[config.mk]
export PLATFORM = sky130hd
export DESIGN_NAME = uart_nic
export DESIGN_NICKNAME = d
export VERILOG_FILES = /design/src/rtl/uart_nic.sv
export SDC_FILE = /design/constraint.sdc
export NUM_CORES = 1
export LEC_CHECK = 0
export BUFFER_PORTS_ARGS = -buffer_cell sky130_fd_sc_hd__buf_2
export CORE_ASPECT_RATIO = 1.5
export CORE_UTILIZATION = 38
export DETAILED_ROUTE_END_ITERATION = 8
export PLACE_DENSITY = 0.59
export REMOVE_ABC_BUFFERS = 1
export SYNTH_ARGS = -nofsm -noshare
export SYNTH_HDL_FRONTEND = slang
export SYNTH_SLANG_ARGS = --single-unit
[constraint.sdc]
create_clock -name clk -period 7 [get_ports clk]
set_clock_uncertainty 0.05 [all_clocks]
set_input_delay 0.7 -clock clk [delete_from_list [all_inputs] [get_ports clk]]
set_output_delay 0.7 -clock clk [all_outputs]
set_load 0.05 [all_outputs]
[src/rtl/uart_nic.sv]
// uart_nic: byte-oriented network interface for the UART OS simulator.
//   The transmit path buffers bytes written by the OS in a TX FIFO and serialises
//   them 8N1 on uart_tx. The receive path synchronises uart_rx, deserialises 8N1
//   frames into an RX FIFO and returns one byte per read_nic.
// Ports:
//   clk, rst_n          single clock, asynchronous active-low reset
//   write_nic           push send_data_to_nic[7:0] into the TX FIFO
//   read_nic            pop one byte from the RX FIFO into rec_data_from_nic[7:0]
//   send_data_i         RX FIFO non-empty
//   tx_full             TX FIFO full
//   tx_overflow         sticky: write while TX FIFO full
//   rx_overflow         sticky: received byte dropped because RX FIFO full
//   frame_err           sticky: stop bit sampled low
//   clr_err             synchronous clear of the sticky flags (a new error wins)
//   uart_rx / uart_tx   serial line in / out (idle high)
module uart_nic #(
    parameter int CLKS_PER_BIT = 434,
    parameter int FIFO_AW      = 4
) (
    input  logic       clk,
    input  logic       rst_n,
    input  logic       write_nic,
    input  logic [7:0] send_data_to_nic,
    input  logic       read_nic,
    output logic [7:0] rec_data_from_nic,
    output logic       send_data_i,
    output logic       tx_full,
    output logic       tx_overflow,
    output logic       rx_overflow,
    output logic       frame_err,
    input  logic       clr_err,
    input  logic       uart_rx,
    output logic       uart_tx
);

    localparam int CW    = $clog2(CLKS_PER_BIT);
    localparam int DEPTH = 1 << FIFO_AW;
    localparam logic [CW-1:0] BIT_LAST  = CW'(CLKS_PER_BIT - 1);
    localparam logic [CW-1:0] HALF_LAST = CW'(CLKS_PER_BIT / 2 - 1);

    typedef enum logic [1:0] {TX_IDLE, TX_START, TX_DATA, TX_STOP} tx_state_t;
    typedef enum logic [2:0] {RX_IDLE, RX_START, RX_DATA, RX_STOP, RX_REARM} rx_state_t;

    // Full when the wrap bits differ and the address bits match.
    function automatic logic ptr_full(input logic [FIFO_AW:0] wr, input logic [FIFO_AW:0] rd);
        return (wr[FIFO_AW] != rd[FIFO_AW]) && (wr[FIFO_AW-1:0] == rd[FIFO_AW-1:0]);
    endfunction

    // ---------------- TX FIFO ----------------
    logic [7:0]       tx_mem_r [DEPTH];
    logic [FIFO_AW:0] tx_wr_r, tx_rd_r, tx_wr_n, tx_rd_n;
    logic             tx_full_r, tx_overflow_r, tx_empty_s, tx_push_s, tx_pop_s;
    logic [7:0]       tx_head_s;

    assign tx_empty_s = (tx_wr_r == tx_rd_r);
    assign tx_push_s  = write_nic & ~tx_full_r;
    assign tx_head_s  = tx_mem_r[tx_rd_r[FIFO_AW-1:0]];
    assign tx_wr_n    = tx_wr_r + {{FIFO_AW{1'b0}}, tx_push_s};
    assign tx_rd_n    = tx_rd_r + {{FIFO_AW{1'b0}}, tx_pop_s};

    // TX FIFO storage; contents are don't-care while pointers say empty.
    always_ff @(posedge clk) begin
        if (tx_push_s) tx_mem_r[tx_wr_r[FIFO_AW-1:0]] <= send_data_to_nic;
    end

    // TX pointers, registered full flag and sticky overflow.
    always_ff @(posedge clk or negedge rst_n) begin
        if (!rst_n) begin
            tx_wr_r       <= '0;
            tx_rd_r       <= '0;
            tx_full_r     <= 1'b0;
            tx_overflow_r <= 1'b0;
        end else begin
            tx_wr_r   <= tx_wr_n;
            tx_rd_r   <= tx_rd_n;
            tx_full_r <= ptr_full(tx_wr_n, tx_rd_n);
            if (write_nic && tx_full_r) tx_overflow_r <= 1'b1;
            else if (clr_err)           tx_overflow_r <= 1'b0;
            else                        tx_overflow_r <= tx_overflow_r;
        end
    end

    // ---------------- TX serialiser ----------------
    tx_state_t     tx_state_r, tx_state_n;
    logic [CW-1:0] tx_cnt_r, tx_cnt_n;
    logic [2:0]    tx_bit_r, tx_bit_n;
    logic [7:0]    tx_shift_r, tx_shift_n;
    logic          tx_line_r, tx_line_n;

    // TX state register; line resets high so reset mid-frame idles the wire at once.
    always_ff @(posedge clk or negedge rst_n) begin
        if (!rst_n) begin
            tx_state_r <= TX_IDLE;
            tx_cnt_r   <= '0;
            tx_bit_r   <= 3'd0;
            tx_shift_r <= 8'h00;
            tx_line_r  <= 1'b1;
        end else begin
            tx_state_r <= tx_state_n;
            tx_cnt_r   <= tx_cnt_n;
            tx_bit_r   <= tx_bit_n;
            tx_shift_r <= tx_shift_n;
            tx_line_r  <= tx_line_n;
        end
    end

    // TX next-state: STOP hands straight to START when more data waits (no idle gap).
    always_comb begin
        tx_state_n = tx_state_r;
        tx_cnt_n   = tx_cnt_r;
        tx_bit_n   = tx_bit_r;
        tx_shift_n = tx_shift_r;
        tx_line_n  = tx_line_r;
        tx_pop_s   = 1'b0;
        case (tx_state_r)
            TX_IDLE: begin
                if (!tx_empty_s) begin
                    tx_pop_s   = 1'b1;
                    tx_shift_n = tx_head_s;
                    tx_cnt_n   = BIT_LAST;
                    tx_line_n  = 1'b0;
                    tx_state_n = TX_START;
                end else begin
                    tx_line_n  = 1'b1;
                end
            end
            TX_START: begin
                if (tx_cnt_r == '0) begin
                    tx_cnt_n   = BIT_LAST;
                    tx_bit_n   = 3'd0;
                    tx_line_n  = tx_shift_r[0];
                    tx_state_n = TX_DATA;
                end else begin
                    tx_cnt_n = tx_cnt_r - CW'(1);
                end
            end
            TX_DATA: begin
                if (tx_cnt_r == '0) begin
                    tx_cnt_n = BIT_LAST;
                    if (tx_bit_r == 3'd7) begin
                        tx_line_n  = 1'b1;
                        tx_state_n = TX_STOP;
                    end else begin
                        tx_bit_n   = tx_bit_r + 3'd1;
                        tx_shift_n = {1'b0, tx_shift_r[7:1]};
                        tx_line_n  = tx_shift_r[1];
                    end
                end else begin
                    tx_cnt_n = tx_cnt_r - CW'(1);
                end
            end
            TX_STOP: begin
                if (tx_cnt_r != '0) begin
                    tx_cnt_n = tx_cnt_r - CW'(1);
                end else if (!tx_empty_s) begin
                    tx_pop_s   = 1'b1;
                    tx_shift_n = tx_head_s;
                    tx_cnt_n   = BIT_LAST;
                    tx_line_n  = 1'b0;
                    tx_state_n = TX_START;
                end else begin
                    tx_state_n = TX_IDLE;
                end
            end
            default: begin
                tx_state_n = TX_IDLE;
                tx_line_n  = 1'b1;
            end
        endcase
    end

    // ---------------- RX path ----------------
    logic             rx_meta_r, rx_sync_r;
    rx_state_t        rx_state_r, rx_state_n;
    logic [CW-1:0]    rx_cnt_r, rx_cnt_n;
    logic [2:0]       rx_bit_r, rx_bit_n;
    logic [7:0]       rx_shift_r, rx_shift_n;
    logic             rx_done_s, rx_ferr_s;
    logic [7:0]       rx_mem_r [DEPTH];
    logic [FIFO_AW:0] rx_wr_r, rx_rd_r, rx_wr_n, rx_rd_n;
    logic             rx_empty_s, rx_full_s, rx_push_s, rx_pop_s;
    logic [7:0]       rec_r;
    logic             send_data_r, rx_overflow_r, frame_err_r;

    assign rx_empty_s = (rx_wr_r == rx_rd_r);
    assign rx_full_s  = ptr_full(rx_wr_r, rx_rd_r);
    assign rx_pop_s   = read_nic & ~rx_empty_s;
    // A pop in the same cycle frees the slot the new byte lands in.
    assign rx_push_s  = rx_done_s & (~rx_full_s | rx_pop_s);
    assign rx_wr_n    = rx_wr_r + {{FIFO_AW{1'b0}}, rx_push_s};
    assign rx_rd_n    = rx_rd_r + {{FIFO_AW{1'b0}}, rx_pop_s};

    // Two-flop synchroniser for the asynchronous serial input.
    always_ff @(posedge clk or negedge rst_n) begin
        if (!rst_n) begin
            rx_meta_r <= 1'b1;
            rx_sync_r <= 1'b1;
        end else begin
            rx_meta_r <= uart_rx;
            rx_sync_r <= rx_meta_r;
        end
    end

    // RX state register.
    always_ff @(posedge clk or negedge rst_n) begin
        if (!rst_n) begin
            rx_state_r <= RX_IDLE;
            rx_cnt_r   <= '0;
            rx_bit_r   <= 3'd0;
            rx_shift_r <= 8'h00;
        end else begin
            rx_state_r <= rx_state_n;
            rx_cnt_r   <= rx_cnt_n;
            rx_bit_r   <= rx_bit_n;
            rx_shift_r <= rx_shift_n;
        end
    end

    // RX next-state: mid-bit sampling, glitch rejection at mid start bit, re-arm on high line.
    always_comb begin
        rx_state_n = rx_state_r;
        rx_cnt_n   = rx_cnt_r;
        rx_bit_n   = rx_bit_r;
        rx_shift_n = rx_shift_r;
        rx_done_s  = 1'b0;
        rx_ferr_s  = 1'b0;
        case (rx_state_r)
            RX_IDLE: begin
                if (!rx_sync_r) begin
                    rx_cnt_n   = HALF_LAST;
                    rx_state_n = RX_START;
                end else begin
                    rx_state_n = RX_IDLE;
                end
            end
            RX_START: begin
                if (rx_cnt_r != '0) begin
                    rx_cnt_n = rx_cnt_r - CW'(1);
                end else if (!rx_sync_r) begin
                    rx_cnt_n   = BIT_LAST;
                    rx_bit_n   = 3'd0;
                    rx_state_n = RX_DATA;
                end else begin
                    rx_state_n = RX_IDLE;
                end
            end
            RX_DATA: begin
                if (rx_cnt_r == '0) begin
                    rx_cnt_n   = BIT_LAST;
                    rx_shift_n = {rx_sync_r, rx_shift_r[7:1]};
                    if (rx_bit_r == 3'd7) begin
                        rx_state_n = RX_STOP;
                    end else begin
                        rx_bit_n = rx_bit_r + 3'd1;
                    end
                end else begin
                    rx_cnt_n = rx_cnt_r - CW'(1);
                end
            end
            RX_STOP: begin
                if (rx_cnt_r == '0) begin
                    rx_done_s  = rx_sync_r;
                    rx_ferr_s  = ~rx_sync_r;
                    rx_state_n = RX_REARM;
                end else begin
                    rx_cnt_n = rx_cnt_r - CW'(1);
                end
            end
            RX_REARM: begin
                if (rx_sync_r) rx_state_n = RX_IDLE;
                else           rx_state_n = RX_REARM;
            end
            default: rx_state_n = RX_IDLE;
        endcase
    end

    // RX FIFO storage.
    always_ff @(posedge clk) begin
        if (rx_push_s) rx_mem_r[rx_wr_r[FIFO_AW-1:0]] <= rx_shift_r;
    end

    // RX pointers, read data register, availability and sticky error flags.
    always_ff @(posedge clk or negedge rst_n) begin
        if (!rst_n) begin
            rx_wr_r       <= '0;
            rx_rd_r       <= '0;
            rec_r         <= 8'h00;
            send_data_r   <= 1'b0;
            rx_overflow_r <= 1'b0;
            frame_err_r   <= 1'b0;
        end else begin
            rx_wr_r     <= rx_wr_n;
            rx_rd_r     <= rx_rd_n;
            send_data_r <= (rx_wr_n != rx_rd_n);
            if (rx_pop_s) rec_r <= rx_mem_r[rx_rd_r[FIFO_AW-1:0]];
            else          rec_r <= rec_r;
            if (rx_done_s && !rx_push_s) rx_overflow_r <= 1'b1;
            else if (clr_err)            rx_overflow_r <= 1'b0;
            else                         rx_overflow_r <= rx_overflow_r;
            if (rx_ferr_s)    frame_err_r <= 1'b1;
            else if (clr_err) frame_err_r <= 1'b0;
            else              frame_err_r <= frame_err_r;
        end
    end

    assign uart_tx           = tx_line_r;
    assign tx_full           = tx_full_r;
    assign tx_overflow       = tx_overflow_r;
    assign rec_data_from_nic = rec_r;
    assign send_data_i       = send_data_r;
    assign rx_overflow       = rx_overflow_r;
    assign frame_err         = frame_err_r;

endmodule

Yosys cells after proc, flatten, opt, wreduce, memory -nomap -nowiden
Memories as Yosys holds them, arrays and structs flattened. A register that Yosys moved wholly into a read port is not among the register bits.
Index checks and enable logic that the tools add are counted.
- output and inout port bits: 14
- RAM bits: 256
- register bits after elaboration: 73
- logic and storage cells: 159
- memories: 2
- equality and inequality tests: 32
- add/subtract/negate cells: 8
- bitwise logic cells: 8
- reduce and logical (&&, ||, !) cells: 28
- muxes and demuxes: 61
- memories (memory ; words ; bits a word ; rd ports ; clocked after memory_dff ; wr ports ; RTL line ; RTL):
    rx_mem_r ; 16 ; 8 ; 1 ; 1 ; 1 ; 179 ; logic [7:0] rx_mem_r [DEPTH];
    tx_mem_r ; 16 ; 8 ; 1 ; 0 ; 1 ; 50 ; logic [7:0] tx_mem_r [DEPTH];
- operators with widths (kind ; count):
    $mux W9 ; 8
    $mux W3 ; 12
    $pmux W9 S4 ; 1
    $mux W8 ; 4
    $ne A2 B2 Y1 const B ; 15
    $pmux W9 S3 ; 1
    $pmux W8 S3 ; 1
    $mux W1 ; 22
    $add A5 B1 Y5 ; 4
    $reduce_and A4 Y1 ; 5
    $logic_not A9 Y1 ; 2
    $reduce_bool A9 Y1 ; 2
    $sub A9 B1 Y9 const B ; 2
    $pmux W3 S5 ; 1
    $mux W2 ; 6
    $pmux W3 S2 ; 2
    $eq A5 B5 Y1 ; 2
    $reduce_and A5 Y1 ; 2
    $reduce_bool A2 Y1 ; 5
    $eq A3 B3 Y1 const B ; 3
    $eq A4 B4 Y1 ; 2
    $pmux W2 S4 ; 1
    $add A3 B1 Y3 const B ; 2
    $eq A3 B2 Y1 const B ; 2
    19 further kinds ; 30

Depth between registers and ports, before layout
Gate-level depths: netlist of the first run.
- depth in word-level cells: 8
- depth in mapped cells: 13

Least setup slack after synthesis of the first run
No wires, ideal clock.
- path type: flip-flop to flip-flop
- start point: register rx_cnt_r[0]
- end point: memory rx_mem_r[4][0], enable pin
- buffers on the path: 0
- cell stages (with the launch flop): 7
- clock period less this slack: 3.086 ns
- slack: 3.914 ns
- arrival: 2.639 ns
- cell sequence: dfrtp_1 -> inv_1 -> ha_1 -> or4b_2 -> nor2_4 -> o311a_2 -> nor4b_1
- cells in the longest elaborated chain, start to end: 6
- ends and longest elaborated chain (element ; RTL line ; RTL):
    from (decl) ; 175 ; logic [CW-1:0] rx_cnt_r, rx_cnt_n;
    from (signal assigned) ; 213 ; rx_cnt_r <= rx_cnt_n;
    $logic_not A9 Y1 ; 261 ; if (rx_cnt_r == '0) begin
    $mux W1 ; 261 ;
    $mux W1 ; 227 ; case (rx_state_r)
    $and A1 B1 Y1 ; 189 ; assign rx_push_s = rx_done_s & (~rx_full_s | rx_pop_s);
    $mux W1 ; 279 ; if (rx_push_s) rx_mem_r[rx_wr_r[FIFO_AW-1:0]] <= rx_shift_r;
    $mux W1 (not written as such) ; 279 ;
    to (decl) ; 179 ;
No other way between the ends.

Worst setup path in the final report of the first run
- start point: register rx_cnt_r[0]
- end point: memory rx_mem_r[3][3], enable pin
The elaborated chain is that of the path after synthesis.

==> results of run 1 <==
==> critical path: stages (launching register included) <==
cell and delay, ns:
dfrtp_1 0.42, inv_1 0.11, ha_1 0.16, or4b_2 0.67, nor2_4 0.20, o311a_2 0.30
nand3_1 0.16, nor3_1 0.93
==> sequential cells by signal, summed over array words and instances, names as in the netlist, 8 cells and up <==
| signal | flops |
|---|---|
| rec_data_from_nic | 8 |
| rx_cnt_r | 9 |
| rx_mem_r | 128 |
| rx_shift_r | 8 |
| tx_cnt_r | 9 |
| tx_mem_r | 128 |
| tx_shift_r | 8 |
==> power breakdown <==
group          total [uW]  internal [uW]  switching, uW
combinational        1290            557            731
sequential           2460           2330            135
clock                1860           1110            750
==> metrics by stage <==
step                      utilization, %  setup slack (ns)  total power (uW)  area, um^2
after floorplan                        -              3.65              3440       14000
after global placement              40.3              3.66              3790       14800
after detailed placement            40.3              3.51              3810       14800
after CTS                           43.5              3.51              5680       16000
after global routing                43.5              3.30              5890       16000
final                               43.5              3.62              5610       16000
==> worst min-delay path by stage <==
stage,startpoint,endpoint,depth (start not counted)
floorplan,rx_meta_r,rx_sync_r,0
global placement,rx_meta_r,rx_sync_r,0
detailed placement,rx_meta_r,rx_sync_r,0
CTS,uart_rx,rx_meta_r,1
global route,uart_rx,rx_meta_r,1
finish,uart_rx,rx_meta_r,1
==> routing by layer <==
metal	vias to the layer above	GRT usage [%]
li1	3371	-
met1	3697	15.9
met2	111	29.5
met3	48	2.31
met4	0	5.33
met5	-	0
==> area by class of cell <==
cell class | count | area [um^2]
clock inverters | 15 | 194
flip-flops and latches | 337 | 9720
well taps | 484 | 606
fillers | 3190 | 20700
multi-input cells | 434 | 4160
inverters | 25 | 93.8
clock buffers | 46 | 948
repair buffers | 39 | 230
==> cells by family (layout without fill, tap and decap cells) <==
kind of cell,count (synthesis),count (layout),share of synthesized area [%]
adders and majority gates,21,21,1.86
xor gates and xnor gates,33,33,2.04
AOI/OAI and AO/OA,127,127,6.07
muxes,98,98,13.3
buffers and inverters,67,125,1.99
and+or+nand+nor,155,155,6.10
DFF,337,337,68.7
==> what timing repair did <==
| item | 4_1_cts | 5_1_grt |
|---|---|---|
| resized for setup | 0 | 0 |
| setup buffers | 0 | 0 |
| hold endpoints to repair | 17 | 0 |
| hold buffers | 1 | 0 |
==> synthesized netlist by cell type, drive strengths merged (3+ instances only) <==
cell,number
dfrtp,78
nor2,37
inv,25
nor4,5
mux2,27
o22a,6
or3,3
nand2,25
nand4,6
a31oi,7
or4,3
nor2b,10
xnor2,19
edfxtp,256
buf,18
o2bb2ai,3
nor3b,4
o21a,3
o22ai,8
ha,21
a21o,5
nand3b,5
o21ai,25
o32ai,5
nand2b,9
nand3,14
a21oi,32
nor4b,4
mux4,69
clkbuf,24
xor2,14
a211oi,17
dfstp,3
nor3,22
==> flow_metrics.env, run 1 <==
export IMPL_run_status="completed"
export IMPL_die_x_um=160
export IMPL_cts_tree="built"
export IMPL_crit_path_start="rx_cnt_r[0]"
export IMPL_syn_avg_cell_area_um2=16.9
export IMPL_leakagePower_uw=0.00588
export IMPL_fin_crit_sh_pct=48.3
export IMPL_place_hpwl_um=18600
export IMPL_finalHoldWorstSlack_ns=0.244
export IMPL_root_buffer="clkbuf_16"
export IMPL_clock_fmax_mhz=296
export IMPL_die_area_um2=38000
export IMPL_rsz0062_at_grt="false"
export IMPL_finalWirelength_um=27700
export IMPL_fin_crit_ns=3.38
export IMPL_yosys_warnings=0
export IMPL_routed_top_layer="met4"
export IMPL_cts_htree_levels=2
export IMPL_vias=7227
export IMPL_cp_start_kind="flip-flop"
export IMPL_end_kind="flip-flop"
export IMPL_cts_sinks=337
export IMPL_finalMaxSlewViolations=0
export IMPL_dr_wl_met2_um=15500
export IMPL_gr_total_overflow=0
export IMPL_synth_cell_types=65
export IMPL_synth_top_cell_by_area="edfxtp_1"
export IMPL_track_usage_pct=15.0
export IMPL_die_h_um=238
export IMPL_grt_pass1_wl_um=43700
export IMPL_path_class="reg2reg"
export IMPL_hold_class="in2reg"
export IMPL_syn_area_um2=14200
export IMPL_boundaryPins=28
export IMPL_layout_commonest_cell="edfxtp_1"
export IMPL_drt_first_pass_iters=5
export IMPL_area_growth_pct=12.8
export IMPL_nNetsFinal=907
export IMPL_instances_no_fill=1380
export IMPL_met1_length_um=10700
export IMPL_timing_rr_start="rx_cnt_r[0]"
export IMPL_ys_ff_latch=337
export IMPL_postRouteAntennaNets=0
export IMPL_setup_tns_ns=0
export IMPL_dr_first_iter_drc_count=385
export IMPL_yosysTopAreaCellShare_pct=54.3
export IMPL_cts_made_buffers=35
export IMPL_rr_endpoint="rx_mem_r[3][3]"
export IMPL_hold_viol_final=0
export IMPL_slew_headroom_pct=21.2
export IMPL_gp_congestion=0.773
export IMPL_yosysSeqAreaShare_pct=68.7
export IMPL_clk_path_buf_depth=3
export IMPL_worstPathRequired_ns=7.08
export IMPL_clk_pin_slew_ns=0.06
export IMPL_drc=0
export IMPL_placedCellCount=1318
export IMPL_tightest_slew_ns=1.17
export IMPL_antenna_found_initial=0
export IMPL_cp_endpoint="rx_mem_r[3][3]"
export IMPL_ys_top_cells_by_area="edfxtp_1 (54%), dfrtp_1 (14%), mux4_2 (11%), mux2_2 (2.1%), ha_1 (1.9%)"
export IMPL_wl_per_cell_um=20.1
export IMPL_most_common_layout_cells="edfxtp_1 (256), dfrtp_1 (75), mux4_2 (69)"
export IMPL_async_reset_ff_share_pct=24.0
export IMPL_power_density_nw_per_um2=351
export IMPL_synthCells=838
export IMPL_crit_path_max_fanout=8
export IMPL_vias_per_cell=5.24
export IMPL_grt_max_degree=63
export IMPL_drive_gt1_share_pct=23.3
export IMPL_start_util_pct=38.6
export IMPL_core_area_um2=36700
export IMPL_grt_pass1_vias=7856
export IMPL_setup_viol=0
export IMPL_portBuffers=27
export IMPL_diodes=0
export IMPL_routed_wl_met3_um=794
export IMPL_rows=86
export IMPL_crit_arrival_ns=3.47
export IMPL_cap_violations=0
export IMPL_reg2reg_depth=7
export IMPL_synth_main_ff_cell="edfxtp_1"
export IMPL_clk_latency_ns=0.53
export IMPL_worst_r2r_setup_slack_ns=3.62
export IMPL_synth_edf_count=256
export IMPL_ir_worst_vdd_v=0.000200
No activity file was read; power rests on OpenSTA's default activity.
==> inputs of run 2 (changes only) <==
- PLACE_DENSITY: 0.59 -> 0.61
- clock period: 7 -> 3 ns (I/O delays scaled with it)
==> run 2 against run 1 <==
- sequential share of layout area decreased by 1.2 points
- flip-flop and latch count is the same
- fmax up 22%
- register-to-register slack lost 3.4 ns
- via count grew 4.0%
- combinational power increased by 140%
- wire length increased by 1.9%
- die area unchanged
- global-route usage rose by 0.30 points
- critical path depth is 5 higher
- critical endpoint is now send_data_i
- largest power group unchanged
==> flow_metrics.env, run 2 (synthesis results as in run 1) <==
export IMPL_run_status="completed"
export IMPL_setup_viol=0
export IMPL_path_class="reg2reg"
export IMPL_area_growth_pct=15.1
export IMPL_antenna_found_initial=0
export IMPL_root_buffer="clkbuf_16"
export IMPL_slew_headroom_pct=54.0
export IMPL_place_hpwl_um=19100
export IMPL_vias=7516
export IMPL_reg2reg_depth=12
export IMPL_drt_first_pass_iters=5
export IMPL_layout_commonest_cell="edfxtp_1"
export IMPL_clock_fmax_mhz=360
export IMPL_cts_htree_levels=2
export IMPL_grt_pass1_vias=7874
export IMPL_cp_cell_sequence="inv_1, ha_1, or4b_2, nor2_4, o311a_2, ha_1, ha_1, nand3_1, xnor2_1, xor2_1, nor2_1, nand4_1"
export IMPL_fin_crit_sh_pct=92.6
export IMPL_hold_viol_final=0
export IMPL_pre_cts_slack_ns=0.236
export IMPL_nNetsFinal=956
export IMPL_grt_max_degree=49
export IMPL_track_usage_pct=15.3
export IMPL_end_kind="flip-flop"
export IMPL_power_density_nw_per_um2=799
export IMPL_cpMostUsedCell="ha_1"
export IMPL_leakagePower_uw=0.00611
export IMPL_gp_congestion=0.808
export IMPL_power_uw=13000
export IMPL_drc=0
export IMPL_hold_class="in2reg"
export IMPL_post_cts_setup_buffers=0
export IMPL_finalHoldWorstSlack_ns=0.111
export IMPL_clk_pin_slew_ns=0.06
export IMPL_clk_path_buf_depth=3
export IMPL_postRouteAntennaNets=0
export IMPL_portBuffers=27
export IMPL_tightest_slew_ns=0.690
export IMPL_place_area_um2=15200
export IMPL_die_area_um2=38000
export IMPL_die_x_um=160
export IMPL_finalMaxSlewViolations=0
export IMPL_clk_latency_ns=0.52
export IMPL_die_h_um=238
export IMPL_cpPeakStageDelay_ns=0.68
export IMPL_finalWirelength_um=28200
export IMPL_crit_path_max_fanout=4
export IMPL_boundaryPins=28
export IMPL_drive_gt1_share_pct=26.7
export IMPL_cts_tree="built"
export IMPL_wl_per_cell_um=19.7
export IMPL_cap_violations=0
export IMPL_most_common_layout_cells="edfxtp_1 (256), dfrtp_1 (75), mux4_2 (69)"
export IMPL_gr_total_overflow=0
export IMPL_worstPathRequired_ns=3.35
export IMPL_holdPathStages=1
export IMPL_vias_per_cell=5.26
export IMPL_cp_start_kind="flip-flop"
export IMPL_ir_worst_vdd_v=0.000659
export IMPL_dr_first_iter_drc_count=418
export IMPL_setup_tns_ns=0
export IMPL_layout_setup_ws_ns=0.223
export IMPL_slowest_stage="or4b_2"
export IMPL_post_route_cell_area_um2=16300
export IMPL_fin_crit_ns=2.78
export IMPL_grt_pass1_wl_um=44600
export IMPL_cts_sinks=337
export IMPL_core_area_um2=36700
export IMPL_rsz0062_at_grt="false"
export IMPL_start_util_pct=38.6
export IMPL_rows=86
export IMPL_crit_arrival_ns=3.12
export IMPL_cts_made_buffers=34
export IMPL_diodes=0
run 2: final cells by class:
| cell class | instances | area [um^2] |
|---|---|---|
| clock buffer | 48 | 945 |
| clock inverter | 13 | 135 |
| fill | 3167 | 20400 |
| inverter | 25 | 93.8 |
| multi-input combinational | 434 | 4160 |
| sequential | 337 | 9720 |
| tap | 484 | 606 |
| timing repair buffer | 89 | 626 |
run 2: worst paths after layout:
| path | slack, ns | from | to |
|---|---|---|---|
| max | 0.22 | rx_cnt_r[0] | send_data_i |
| min | 0.11 | send_data_to_nic[6] | tx_mem_r[11][6] |
| max reg2reg | 0.22 | rx_cnt_r[0] | send_data_i |
| min reg2reg | 0.31 | rx_meta_r | rx_sync_r |
| max in group asynchronous | 1.78 | rst_n | rx_meta_r |
| min in group asynchronous | 0.30 | rst_n | rec_data_from_nic[0] |
run 2: per-stage QoR:
step           cells  utilization, %
2_1_floorplan    796               -
3_3_place_gp    1365            41.3
3_5_place_dp    1365            41.3
4_1_cts         1430            44.4
5_1_grt         1430            44.4
6_report        1430            44.4
run 2: worst max-delay path: cells and delay by family, from the launching register on:
kind / cells / cell delay, ns
xor+xnor: 2 / 0.35
compound gates: 1 / 0.19
fa+ha+maj: 3 / 0.51
buf+inv: 1 / 0.09
flops: 1 / 0.38
simple gates: 5 / 1.10
run 2: repair_timing:
item | CTS | global route
hold endpoints to repair | 49 | 0
resized for setup | 0 | 0
hold buffers | 4 | 0
run 2: layer usage:
layer	track usage (%)	wire length [um]	vias up	share of wire (%)
met1	16.7	10700	3884	38
met3	2.28	839	36	3.0
met2	30.2	16100	117	57
li1	-	-	3479	-
met5	0	0	-	0
met4	4.08	501	0	1.8
run 2: where the power goes:
part           total, uW  switching (uW)  internal (uW)
Clock               4120            1730           2380
Combinational       3150            1730           1420
Sequential          5750             327           5430
Total              13000            3780           9230
==> inputs of run 3 (changes only) <==
- CTS_BUF_LIST: not set -> sky130_fd_sc_hd__clkbuf_8
==> run 3 against run 2 <==
- sequential share of layout area barely moved
- fmax rose by 0.40%
- final cell count is 2.8% higher
- worst setup slack gained 0.011 ns
- critical path depth stayed put
- global-route usage grew 0.16 points
==> flow_metrics.env, run 3 (synthesis results as in run 1) <==
export IMPL_crit_arrival_ns=3.19
export IMPL_die_area_um2=38000
export IMPL_portBuffers=27
export IMPL_grt_pass1_vias=8119
export IMPL_postRouteAntennaNets=0
export IMPL_fin_crit_sh_pct=92.2
export IMPL_drc=0
export IMPL_cts_tree="built"
export IMPL_worstPathRequired_ns=3.42
export IMPL_track_usage_pct=15.4
export IMPL_root_buffer="clkbuf_8"
export IMPL_core_area_um2=36700
export IMPL_path_class="reg2reg"
export IMPL_crit_path_max_fanout=4
export IMPL_dr_first_iter_drc_count=419
export IMPL_cts_resized=0
export IMPL_slew_headroom_pct=53.9
export IMPL_clk_latency_ns=0.59
export IMPL_end_kind="flip-flop"
export IMPL_layout_commonest_cell="edfxtp_1"
export IMPL_post_route_cell_area_um2=16300
export IMPL_gp_congestion=0.808
export IMPL_drt_first_pass_iters=4
export IMPL_start_util_pct=38.6
export IMPL_most_common_layout_cells="edfxtp_1 (256), dfrtp_1 (75), mux4_2 (69)"
export IMPL_fin_crit_ns=2.77
export IMPL_cts_hold_buf=6
export IMPL_antenna_found_initial=1
export IMPL_hold_class="in2reg"
export IMPL_rsz0062_at_grt="false"
export IMPL_vias=7620
export IMPL_leakagePower_uw=0.00624
export IMPL_run_status="completed"
export IMPL_clock_fmax_mhz=362
export IMPL_grt_max_degree=49
export IMPL_drive_gt1_share_pct=28.1
export IMPL_clk_path_buf_depth=3
export IMPL_cts_sinks=337
export IMPL_area_growth_pct=15.2
export IMPL_cp_start_kind="flip-flop"
export IMPL_vias_per_cell=5.18
export IMPL_power_density_nw_per_um2=781
export IMPL_cap_violations=0
export IMPL_die_x_um=160
export IMPL_rows=86
export IMPL_cts_made_buffers=52
export IMPL_place_area_um2=15200
export IMPL_wl_per_cell_um=19.3
export IMPL_layout_setup_ws_ns=0.234
export IMPL_tightest_slew_ns=0.691
export IMPL_finalWirelength_um=28300
export IMPL_nNetsFinal=976
export IMPL_pre_cts_slack_ns=0.236
export IMPL_finalMaxSlewViolations=0
export IMPL_post_cts_setup_buffers=0
export IMPL_grt_pass1_wl_um=44900
export IMPL_die_h_um=238
export IMPL_setup_viol=0
export IMPL_clk_pin_slew_ns=0.07
export IMPL_hold_viol_final=0
export IMPL_boundaryPins=28
export IMPL_gr_total_overflow=0
export IMPL_cts_htree_levels=2
export IMPL_place_hpwl_um=19100
export IMPL_ir_worst_vdd_v=0.000555
## run 3: routing by layer
metal	vias to the layer above	track usage (%)	routed length [um]
li1	3534	-	-
met1	3896	16.4	10500
met2	134	30.3	16100
met3	56	2.45	961
met4	0	5.62	744
met5	-	0	0
## run 3: final timing paths
kind | endpoint | start | slack, ns | cells past startpoint
setup reg to reg | send_data_i | rx_cnt_r[0] | 0.23 | 12
hold reg to reg | rx_sync_r | rx_meta_r | 0.31 | 0
hold / removal | tx_mem_r[0][3] | send_data_to_nic[3] | 0.04 | 1
setup / recovery | send_data_i | rx_cnt_r[0] | 0.23 | 12
min in group asynchronous | rec_data_from_nic[3] | rst_n | 0.23 | 2
max in group asynchronous | rx_meta_r | rst_n | 1.85 | 3
## run 3: critical path, stage by stage, from the launching register on
cell	delay, ns
dfrtp_1	0.37
inv_1	0.09
ha_1	0.17
or4b_2	0.68
nor2_4	0.12
o311a_2	0.19
ha_1	0.16
ha_1	0.17
nand3_1	0.10
xnor2_1	0.18
xor2_1	0.17
nor2_1	0.10
nand4_1	0.09
## run 3: through the flow
stage	util [%]	TNS (ns)	hold slack (ns)	power, uW	instances
final	44.4	0	0.0448	12700	1470
after floorplan	-	-9.26	-0.0456	8030	796
after detailed placement	41.3	0	0.298	9030	1365
after global routing	44.4	0	0.0268	13400	1470
after CTS	44.4	0	0.00628	12900	1469
after global placement	41.3	0	0.297	8980	1365
## run 3: final cells by class
cell class | count | area, um^2
fill | 3216 | 20400
sequential | 337 | 9720
multi-input combinational | 434 | 4160
clock buffer | 59 | 812
timing repair buffer | 91 | 646
tap | 484 | 606
clock inverter | 39 | 254
inverter | 25 | 93.8
antenna | 1 | 2.50
## run 3: power breakdown
part	switching, uW	internal, uW
Sequential	329	5430
Combinational	1710	1420
Clock	1770	2070
